### src/rtl/sync_pkg.sv
// ============================================================================
// Module      : sync_pkg
// Description : Shared limits and helpers for the signal synchroniser/debouncer.
// Revision    : 1.0 - initial release
// ============================================================================
`default_nettype none

package sync_pkg;

    localparam int STAGES_MIN = 2;
    localparam int STAGES_MAX = 4;
    localparam int DEB_MAX    = 65535;
    localparam int WIDTH_MIN  = 1;
    localparam int WIDTH_MAX  = 32;

    // Bits needed to hold 0..debCycles; never less than one bit.
    function automatic int cntWidth(input int debCycles);
        int w;
        w = $clog2(debCycles + 1);
        return (w < 1) ? 1 : w;
    endfunction

endpackage

`default_nettype wire

### src/rtl/sync_debounce_ch.sv
// ============================================================================
// Module      : sync_debounce_ch
// Description : One channel: metastability chain, debounce counter, edge pulses.
// Revision    : 1.0 - initial release
// ============================================================================
`default_nettype none

module sync_debounce_ch
    import sync_pkg::*;
#(
    parameter int   STAGES     = 2,
    parameter int   DEB_CYCLES = 16,
    parameter logic RESET_VAL  = 1'b0
) (
    input  logic clk,
    input  logic rst_n,
    input  logic sig_i,
    output logic level_o,
    output logic rise_o,
    output logic fall_o,
    output logic accept_o
);

    localparam int                 c_CNT_W    = cntWidth(DEB_CYCLES);
    localparam logic [c_CNT_W-1:0] c_CNT_LAST = c_CNT_W'(DEB_CYCLES - 1);
    localparam logic [c_CNT_W-1:0] c_CNT_ONE  = c_CNT_W'(1);

    (* ASYNC_REG = "TRUE", DONT_TOUCH = "TRUE", keep = "true" *)
    logic [STAGES-1:0]  r_sync;
    logic [c_CNT_W-1:0] r_cnt;
    logic               r_level;
    logic               r_rise;
    logic               r_fall;
    logic               w_s;
    logic               w_accept;

    assign w_s      = r_sync[STAGES-1];
    // High on the cycle whose edge commits a new level; lets the top register
    // its summary flag alongside the per-channel pulses.
    assign w_accept = (w_s != r_level) && (r_cnt == c_CNT_LAST);

    always_ff @(posedge clk) begin
        if (!rst_n) begin
            r_sync <= {STAGES{RESET_VAL}};
        end else begin
            r_sync <= {r_sync[STAGES-2:0], sig_i};
        end
    end

    always_ff @(posedge clk) begin
        if (!rst_n) begin
            r_level <= RESET_VAL;
            r_cnt   <= '0;
            r_rise  <= 1'b0;
            r_fall  <= 1'b0;
        end else begin
            r_rise <= 1'b0;
            r_fall <= 1'b0;
            if (w_s == r_level) begin
                r_cnt <= '0;
            end else if (r_cnt == c_CNT_LAST) begin
                r_level <= w_s;
                r_cnt   <= '0;
                r_rise  <= w_s;
                r_fall  <= ~w_s;
            end else begin
                r_cnt <= r_cnt + c_CNT_ONE;
            end
        end
    end

    assign level_o  = r_level;
    assign rise_o   = r_rise;
    assign fall_o   = r_fall;
    assign accept_o = w_accept;

endmodule

`default_nettype wire

### src/rtl/signal_sync_debounce.sv
// ============================================================================
// Module      : signal_sync_debounce
// Description : WIDTH independent synchronise-and-debounce channels with pulses.
// Revision    : 1.0 - initial release
// ============================================================================
`default_nettype none

module signal_sync_debounce
    import sync_pkg::*;
#(
    parameter int               WIDTH      = 8,
    parameter int               STAGES     = 2,
    parameter int               DEB_CYCLES = 16,
    parameter logic [WIDTH-1:0] RESET_VAL  = '0
) (
    input  logic             clk,
    input  logic             rst_n,
    input  logic [WIDTH-1:0] sig_i,
    output logic [WIDTH-1:0] level_o,
    output logic [WIDTH-1:0] rise_o,
    output logic [WIDTH-1:0] fall_o,
    output logic             any_change_o
);

    if (WIDTH < WIDTH_MIN || WIDTH > WIDTH_MAX) begin : g_badWidth
        $error("signal_sync_debounce: WIDTH out of range 1..32");
    end
    if (STAGES < STAGES_MIN || STAGES > STAGES_MAX) begin : g_badStages
        $error("signal_sync_debounce: STAGES out of range 2..4");
    end
    if (DEB_CYCLES < 1 || DEB_CYCLES > DEB_MAX) begin : g_badDeb
        $error("signal_sync_debounce: DEB_CYCLES out of range 1..65535");
    end

    logic [WIDTH-1:0] w_accept;
    logic             r_anyChange;

    for (genvar i = 0; i < WIDTH; i++) begin : g_ch
        sync_debounce_ch #(
            .STAGES     (STAGES),
            .DEB_CYCLES (DEB_CYCLES),
            .RESET_VAL  (RESET_VAL[i])
        ) u_ch (
            .clk      (clk),
            .rst_n    (rst_n),
            .sig_i    (sig_i[i]),
            .level_o  (level_o[i]),
            .rise_o   (rise_o[i]),
            .fall_o   (fall_o[i]),
            .accept_o (w_accept[i])
        );
    end

    always_ff @(posedge clk) begin
        if (!rst_n) begin
            r_anyChange <= 1'b0;
        end else begin
            r_anyChange <= |w_accept;
        end
    end

    assign any_change_o = r_anyChange;

endmodule

`default_nettype wire

### config.mk
export PLATFORM = sky130hd
export DESIGN_NAME = signal_sync_debounce
export DESIGN_NICKNAME = d
export VERILOG_FILES = /design/src/rtl/sync_pkg.sv /design/src/rtl/sync_debounce_ch.sv /design/src/rtl/signal_sync_debounce.sv
export SDC_FILE = /design/constraint.sdc
export NUM_CORES = 1
export LEC_CHECK = 0
export ABC_AREA = 1
export CORE_MARGIN = 8
export CORE_UTILIZATION = 55
export CTS_CLUSTER_SIZE = 8
export DETAILED_ROUTE_END_ITERATION = 10
export MAX_ROUTING_LAYER = met4
export PLACE_DENSITY = 0.84
export SLEW_MARGIN = 20
export SYNTH_ARGS = -nofsm -noshare
export SYNTH_HDL_FRONTEND = slang
export SYNTH_SLANG_ARGS = --single-unit
### constraint.sdc
create_clock -name clk -period 1.9 [get_ports clk]
set_input_delay 0.285 -clock clk [delete_from_list [all_inputs] [get_ports clk]]
set_output_delay 0.285 -clock clk [all_outputs]
set_load 0.02 [all_outputs]
**Word-level counts from Yosys, hierarchy flattened**

Cells that the tools add are included.

- Output and inout bits: 25
- Flip-flop bits (word level): 81
- Word-level logic and storage cells: 131
- Bits of input ports: 10

- Add/subtract/negate cells: 8
- Equality and inequality tests: 24
- Reduce and logical (&&, ||, !) cells: 33
- Bitwise logic cells: 25

Operator list:

| operator | count |
|---|---|
| 3-bit OR reduction | 16 |
| 5-bit by 1-bit adder with 5-bit output (second input constant) | 8 |
| 5-bit by 4-bit equality test with 1-bit output (second input constant) | 8 |
| 1-bit NOT | 25 |
| 2-bit AND reduction | 8 |
| 1-bit equality test | 8 |
| 1-bit logical AND | 8 |
| 1-bit inequality test | 8 |
| 8-bit OR reduction | 1 |

**Depth between registers and ports, before layout**

Gate-level depths: netlist (run 1).

- Word-level depth: 3
- Gate-level depth with buffers: 8
- Gate-level depth less buffers: 8

**Cells and area by module**

A second synthesis (run 1) with hierarchy kept.

- Cell total of the unflattened synthesis: 370
- Area, all modules: 3086.7 um^2

Modules (own cells, without submodules):

| module | area an instance (um^2) | instances | cells each | seq. area each (um^2) |
|---|---|---|---|---|
| sync_debounce_ch | 379.1 | 8 | 45 | 200.2 |
| signal_sync_debounce | 53.8 | 1 | 10 | 20.0 |

**Worst setup path before layout (run 1)**

Ideal clock, no wire load.

- Kind: register to register
- From: register g_ch[7].u_ch.r_cnt[0]
- To: register g_ch[7].u_ch.r_cnt[2]
- Clock period less this slack: 1.337 ns
- Slack: 0.563 ns
- Cell stages (with the launch flop): 8
- Arrival time: 1.256 ns
- Required time: 1.819 ns
- Cell sequence: dfxtp_1 > ha_1 > nand2_1 > nor2_1 > ha_1 > inv_1 > nand4_1 > nor3b_1

- Word-level cells in the longest chain between the ends: 2
- Elaborated cells on any way between the ends: 3
- Those cells by class: add/sub (1); eq/ne (1); reduce/logical (1)

Ends and longest elaborated chain:

| what | line | source |
|---|---|---|
| from (decl) | sync_debounce_ch.sv:30 | `logic [c_CNT_W-1:0] r_cnt;` |
| from (signal assigned) | sync_debounce_ch.sv:67 | `r_cnt <= r_cnt + c_CNT_ONE;` |
| parallel branches: the longest is 2 deep, another holds 5-bit by 1-bit adder with 5-bit output | -- |  |

Several ways; the timed one is not identified.
A chain may end at the register's enable or synchronous reset.

**Worst setup path in the final report (run 1)**

- From: register g_ch[4].u_ch.r_level
- To: output level_o[4]

RTL lines:

| what | line | source |
|---|---|---|
| from (decl) | sync_debounce_ch.sv:31 | `logic r_level;` |
| from (signal assigned) | sync_debounce_ch.sv:62 | `r_level <= w_s;` |
| to (decl) | signal_sync_debounce.sv:19 | `output logic [WIDTH-1:0] level_o,` |

No word-level cell between the ends.

==> results of run 1 <==
-- cells by family (layout without fill, tap and decap cells) --
| kind of cell | count (synthesis) | after routing | synth area share, % |
|---|---|---|---|
| xor gates and xnor gates | 2 | 2 | 0.541 |
| AOI/OAI and AO/OA | 16 | 16 | 2.47 |
| DFF | 81 | 81 | 50.1 |
| adders and majority gates | 16 | 16 | 6.19 |
| buffers and inverters | 93 | 116 | 14.0 |
| and+or+nand+nor | 162 | 162 | 26.7 |
-- registers in the layout, summed over array words and instances (netlist names) --
name / count
g_ch.u_ch.r_sync: 16
any_change_o: 1
g_ch.u_ch.level_o: 8
g_ch.u_ch.fall_o: 8
g_ch.u_ch.r_cnt: 40
g_ch.u_ch.rise_o: 8
-- worst max path at each step --
stage,slack (ns),depth (start not counted),endpoint
after floorplan,0.56,7,g_ch[7].u_ch.r_cnt[2]
after global placement,0.48,7,g_ch[7].u_ch.r_cnt[2]
after detailed placement,0.41,7,g_ch[7].u_ch.r_cnt[2]
after CTS,0.22,1,level_o[4]
after global routing,0.19,1,level_o[4]
final,0.23,1,level_o[4]
-- routing by layer --
layer  part of all wire, %  up-vias  wire, µm
li1                      -     1183         -
met1                    43      996      2110
met2                    51       34      2520
met3                   4.3        8       212
met4                   2.1        0       104
met5                     0        -         0
-- synthesized netlist by cell type (all sizes together) --
master / instances / area (µm²)
a21oi: 8 / 40.0
ha: 16 / 200
xor2: 2 / 17.5
nor2: 58 / 218
clkbuf: 1 / 3.75
inv: 65 / 244
nor3b: 8 / 95.1
dfxtp: 81 / 1620
nand4: 21 / 236
buf: 27 / 204
nor4: 2 / 12.5
nand2: 50 / 188
nand3: 23 / 115
o21ai: 8 / 40.0
-- cell type report --
cell class | count | area (µm²)
Clock buffer | 11 | 151
Inverter | 65 | 244
Fill cell | 466 | 2110
Clock inverter | 5 | 77.6
Sequential cell | 81 | 1620
Multi-Input combinational cell | 196 | 1160
Timing Repair Buffer | 35 | 355
Tap cell | 75 | 93.8
-- placed cells by master (no fill, tap or decap), drive strengths merged --
master         instances
dfxtp                 81
inv                   65
nor2                  58
nand2                 50
clkdlybuf4s50         33
nand3                 23
nand4                 21
ha                    16
clkbuf                11
a21oi                  8
nor3b                  8
o21ai                  8
xor2                   2
nor4                   2
clkinv                 2
bufinv                 2
buf                    2
clkinvlp               1
-- metrics by stage --
step | total power (µW) | setup WS [ns] | hold slack [ns] | std cells
2_1_floorplan | 1820 | 0.563 | 0.383 | 370
3_3_place_gp | 1850 | 0.484 | 0.395 | 452
3_5_place_dp | 1850 | 0.409 | 0.401 | 452
4_1_cts | 3220 | 0.220 | 0.319 | 468
5_1_grt | 3310 | 0.190 | 0.347 | 468
6_report | 3190 | 0.235 | 0.333 | 468
-- power by group through the flow --
| stage | clock, µW | combinational [µW] | sequential (µW) |
|---|---|---|---|
| floorplan | 0 | 55.4 | 1770 |
| CTS | 1410 | 85.4 | 1730 |
| finish | 1380 | 84.0 | 1730 |
| detailed placement | 0 | 84.9 | 1770 |
| global placement | 0 | 81.5 | 1770 |
| global route | 1480 | 94.6 | 1730 |
==> metrics.md, run 1 <==
| Metric | Value |
|---|---|
| Total negative setup slack | `0 ns` |
| Mapped Cells | `370` |
| Routed Wire Length | `4940 µm` |
| Flop2flop setup slack | `around 0.40 ns` |
| End of the worst hold path | `g_ch[3].u_ch.r_sync[0]` |
| WS Path Type | `flop to primary output` |
| Minimum clock period | `1.67 ns` |
| Post-synthesis average cell area | `roughly 9 µm²` |
| Grt met2 use | `22.6%` |
| Worst IR Drop VDD | `approximately 0.00038 V` |
| DIE HEIGHT | `92.7 µm` |
| Mapped Area | `3240 µm²` |
| Synth warn | `0` |
| Finished Core Util | `between 60% and 70%` |
| Post-route DRC | `0` |
| Vias in the first global route | `2123` |
| CP Max Fanout | `4` |
| Seq/Total Area, Yosys | `50.1%` |
| Clock Latency Late Sink | `0.34 ns` |
| Max cap viols | `0` |
| Die width | `92.7 µm` |
| IO Port Bufs | `34` |
| Vias/cell | `about 4.7` |
| Final hold violation count | `0` |
| Worst Setup SP | `g_ch[4].u_ch.level_o` |
| Reg clk slew, reported paths | `0.08 ns` |
| DIE AREA | `about 8600 µm²` |
| Final period util | `87.6%` |
| Crit Reg-Reg Endpoint | `g_ch[7].u_ch.r_cnt[2]` |
| Family with the most delay on the worst path | `buffers and inverters` |
| HPWL Detailed | `3660 µm` |
| Sw Ratio | `19.9%` |
| Worst Hold Launch | `rst_n` |
| First-pass GRT wire length | `8610 µm` |
| Worst EP required | `roughly 1.6 ns` |
| Endpoints failing setup | `0` |
| Clock buffer depth | `2` |
| Most Crowded Layer GR | `met2` |
| Internal | `roughly 2600 µW` |
| Initial DRC count | `88` |
| Static Leak | `0.00147 µW` |
| CTS tree | `built` |
| Rows | `28` |
| RSZ-0062 raised after global routing | `false` |
| Pin count of the biggest net entering global routing | `28` |
| Placer Congestion | `0.786` |
| Post-CTS sizing | `0` |
| Area Overhead vs Synth | `14.5%` |
| Crit path max-delay cell type | `clkdlybuf4s50_1` |
| Hold Buf Count CTS | `0` |
| Final Instance Area | `3710 µm²` |
| Fin nets | `~410` |
| Skew final | `between 0.009 and 0.01 ns` |
| M3 GR Usage | `2.99%` |
| Pwr dens | `roughly 860 nW/µm²` |
| Worst setup EP type | `primary output` |
| Slew headroom | `76.3%` |
| Worst path cell trace | `clkdlybuf4s50_1` |
| Status | `complete, no violations` |
| Top-Level Pins | `35` |
| Library cells used by synthesis | `19` |
| R2r worst-path depth | `7` |
| FF-to-FF Start | `g_ch[7].u_ch.r_cnt[0]` |
| Placed Area | `3480 µm²` |
| WP buf/inv | `1` |
| Root Driver | `clkbuf_8` |
| Net Sw Power | `636 µW` |
| Initial antenna violation count | `0` |
| Core ar. | `between 5000 and 6000 µm²` |
| Flops & latches, synth | `a little over 80` |
| Logic pwr share | `2.6%` |
| WP data arrival | `1.38 ns` |
| Clock sink count | `81` |
| Clock share of power | `between 40% and 50%` |
| Ratio of cells with drive above 1 in the final layout | `8.14%` |
| Fmax | `601 MHz` |
| CTS H-tree lvls | `3` |
| Grt ovf | `0` |
| DR pass1 iterations | `4` |
| # Post-CTS Setup Buffers | `0` |
| Worst slew pin tran | `0.356 ns` |
| M1 GR Usage | `12.2%` |
| Post-route ant nets | `0` |
| Critical Path Max Stage Delay | `0.65 ns` |
| Total GRT Usage | `12.8%` |
| Routed vias | `2221` |
| Hold Path Cell Cnt | `3` |
| Total CTS buffers | `9` |
| Share of power burned in registers | `~54%` |
| Hold/Removal Path Class | `input pin to flop` |
| CP startpoint kind | `flop` |
| Slew Viols, Final | `0` |
| Syn_nets | `396` |
| Ant diodes | `0` |
| Starting Density | `a little under three fifths` |
| Wirelength per Cell | `roughly 11 µm` |
Note: power is estimated with default switching activity, not from simulation.
==> inputs of run 2 (changes only) <==
--- a/config.mk
+++ b/config.mk
@@ -12,6 +12,7 @@
 export DETAILED_ROUTE_END_ITERATION = 10
 export MAX_ROUTING_LAYER = met4
 export PLACE_DENSITY = 0.84
+export SETUP_SLACK_MARGIN = 0.1
 export SLEW_MARGIN = 20
 export SYNTH_ARGS = -nofsm -noshare
 export SYNTH_HDL_FRONTEND = slang
==> results of run 2 <==
Final layout, timing and power as in run 1 (identical DEF).
==> RTL change: new RTL, settings of run 1 <==
Compare `r_cnt` against `c_CNT_LAST` with >= in place of ==.
--- a/src/rtl/sync_debounce_ch.sv
+++ b/src/rtl/sync_debounce_ch.sv
@@ -39,3 +39,3 @@
     // its summary flag alongside the per-channel pulses.
-    assign w_accept = (w_s != r_level) && (r_cnt == c_CNT_LAST);
+    assign w_accept = (w_s != r_level) && (r_cnt >= c_CNT_LAST);
 
Formal check against the unedited RTL: same outputs for any inputs over 10 cycles, from zero or initial values and one cycle with rst_n low; that may be too few to reach the edited logic, so the function may still have changed.
==> RTL change against run 1 <==
Sequential cell count unchanged; area after synthesis up 0.35%; worst setup slack worse by 0.029 ns; total power down 4.4%; cell area down 0.30%; via count up 1.9%; core utilization down 0.19 points; wire length up 6.4%; first-iteration DRC count down 4.5%; critical path type unchanged; largest power group unchanged.
==> RTL change: results <==
[grt]
grt_pass1_vias = 2162
grt_pass1_wl_mm = 8.914
antenna_found_initial = 0
grt_max_degree = 17
groute.usage.overall = 0.1335

[critical_path]
path_max_fanout = 3
cpLargestDelayFamily = buffers and inverters
r2r_cells = 10
worstPathArrival_ns = 1.41

[placed_design]
dp_hpwl_mm = 3.946
gp_congestion = 0.7581

[drt]
viasPerCell = 4.764
wl_mm = 5.255

[worst_hold_path]
hp-class = flip-flop to flip-flop
worstHoldPathCells = 2

[synthesis]
syn_nets = 402
seq_area_frac_synth = 0.4994
yosysUniqueCellTypes = 23
synth_common_cells = dfxtp_1 (81), nor2_1 (67), nand2_1 (52), inv_1 (51), buf_4 (24)
synth_area_leaders = dfxtp_1 (50%), nor2_1 (7.7%), ha_1 (6.2%)

[timing]
fin_skew_ns = 0.006961

[run_status]
outcome = finished, final reports clean

[power]
total_power_uw = 3053
irDropWorstVdd_mv = 0.7202

[layout]
nets = 421
-- RTL change: kinds of logic (layout without fill, tap and decap cells) --
| group | after synthesis | after routing | share of synthesized area |
|---|---|---|---|
| AOI/OAI and AO/OA | 26 | 26 | 0.04932 |
| buffers and inverters | 80 | 104 | 0.1256 |
| and+or+nand+nor | 165 | 165 | 0.2401 |
| DFF | 81 | 81 | 0.4994 |
| adders and majority gates | 16 | 16 | 0.06166 |
| xor gates and xnor gates | 8 | 8 | 0.02389 |
-- RTL change: final timing paths --
kind | from | to | slack, ns
setup / recovery | g_ch[4].u_ch.level_o$_SDFFE_PN0P_ | level_o[4] | 0.21
hold / removal | g_ch[3].u_ch.r_sync[0]$_SDFF_PN0_ | g_ch[3].u_ch.r_sync[1]$_SDFF_PN0_ | 0.42
setup reg to reg | g_ch[3].u_ch.r_cnt[0]$_SDFF_PP0_ | any_change_o$_SDFF_PN0_ | 0.31
hold reg to reg | g_ch[3].u_ch.r_sync[0]$_SDFF_PN0_ | g_ch[3].u_ch.r_sync[1]$_SDFF_PN0_ | 0.42
-- RTL change: area by class of cell --
| type | instances | area [um2] |
|---|---|---|
| well taps | 75 | 93.84 |
| multi-input cells | 215 | 1217 |
| clock buffers | 15 | 206.4 |
| repair buffers | 36 | 355.3 |
| flip-flops and latches | 81 | 1622 |
| inverters | 52 | 195.2 |
| clock inverters | 1 | 5.005 |
| fillers | 514 | 2121 |
-- RTL change: where the power goes --
| part | leakage (uW) | switching, uW | internal, uW |
|---|---|---|---|
| logic | 0.000787 | 47.4 | 34.0 |
| clock network | 0.000112 | 553 | 687 |
| registers | 0.000656 | 13.5 | 1720 |
| total | 0.00156 | 614 | 2440 |
-- RTL change: stage by stage --
step | area (um2) | setup slack (ns) | cells | hold WS, ns | utilization
floorplan | 3247 | 0.5349 | 376 | 0.3826 | -
global placement | 3483 | 0.3757 | 459 | 0.3919 | 0.5990
detailed placement | 3483 | 0.3424 | 459 | 0.3970 | 0.5990
CTS | 3695 | 0.1829 | 475 | 0.4158 | 0.6353
global route | 3695 | 0.1527 | 475 | 0.4323 | 0.6353
finish | 3695 | 0.2061 | 475 | 0.4167 | 0.6353
-- RTL change: routing by layer --
layer | track usage | vias up | share of wire | wire length [um]
met1 | 0.1356 | 1010 | 0.44 | 2300
met3 | 0.05421 | 9 | 0.068 | 358
met5 | - | - | 0 | 0
met4 | 0.06040 | 0 | 0.014 | 76
met2 | 0.2213 | 46 | 0.48 | 2520
li1 | - | 1198 | - | -
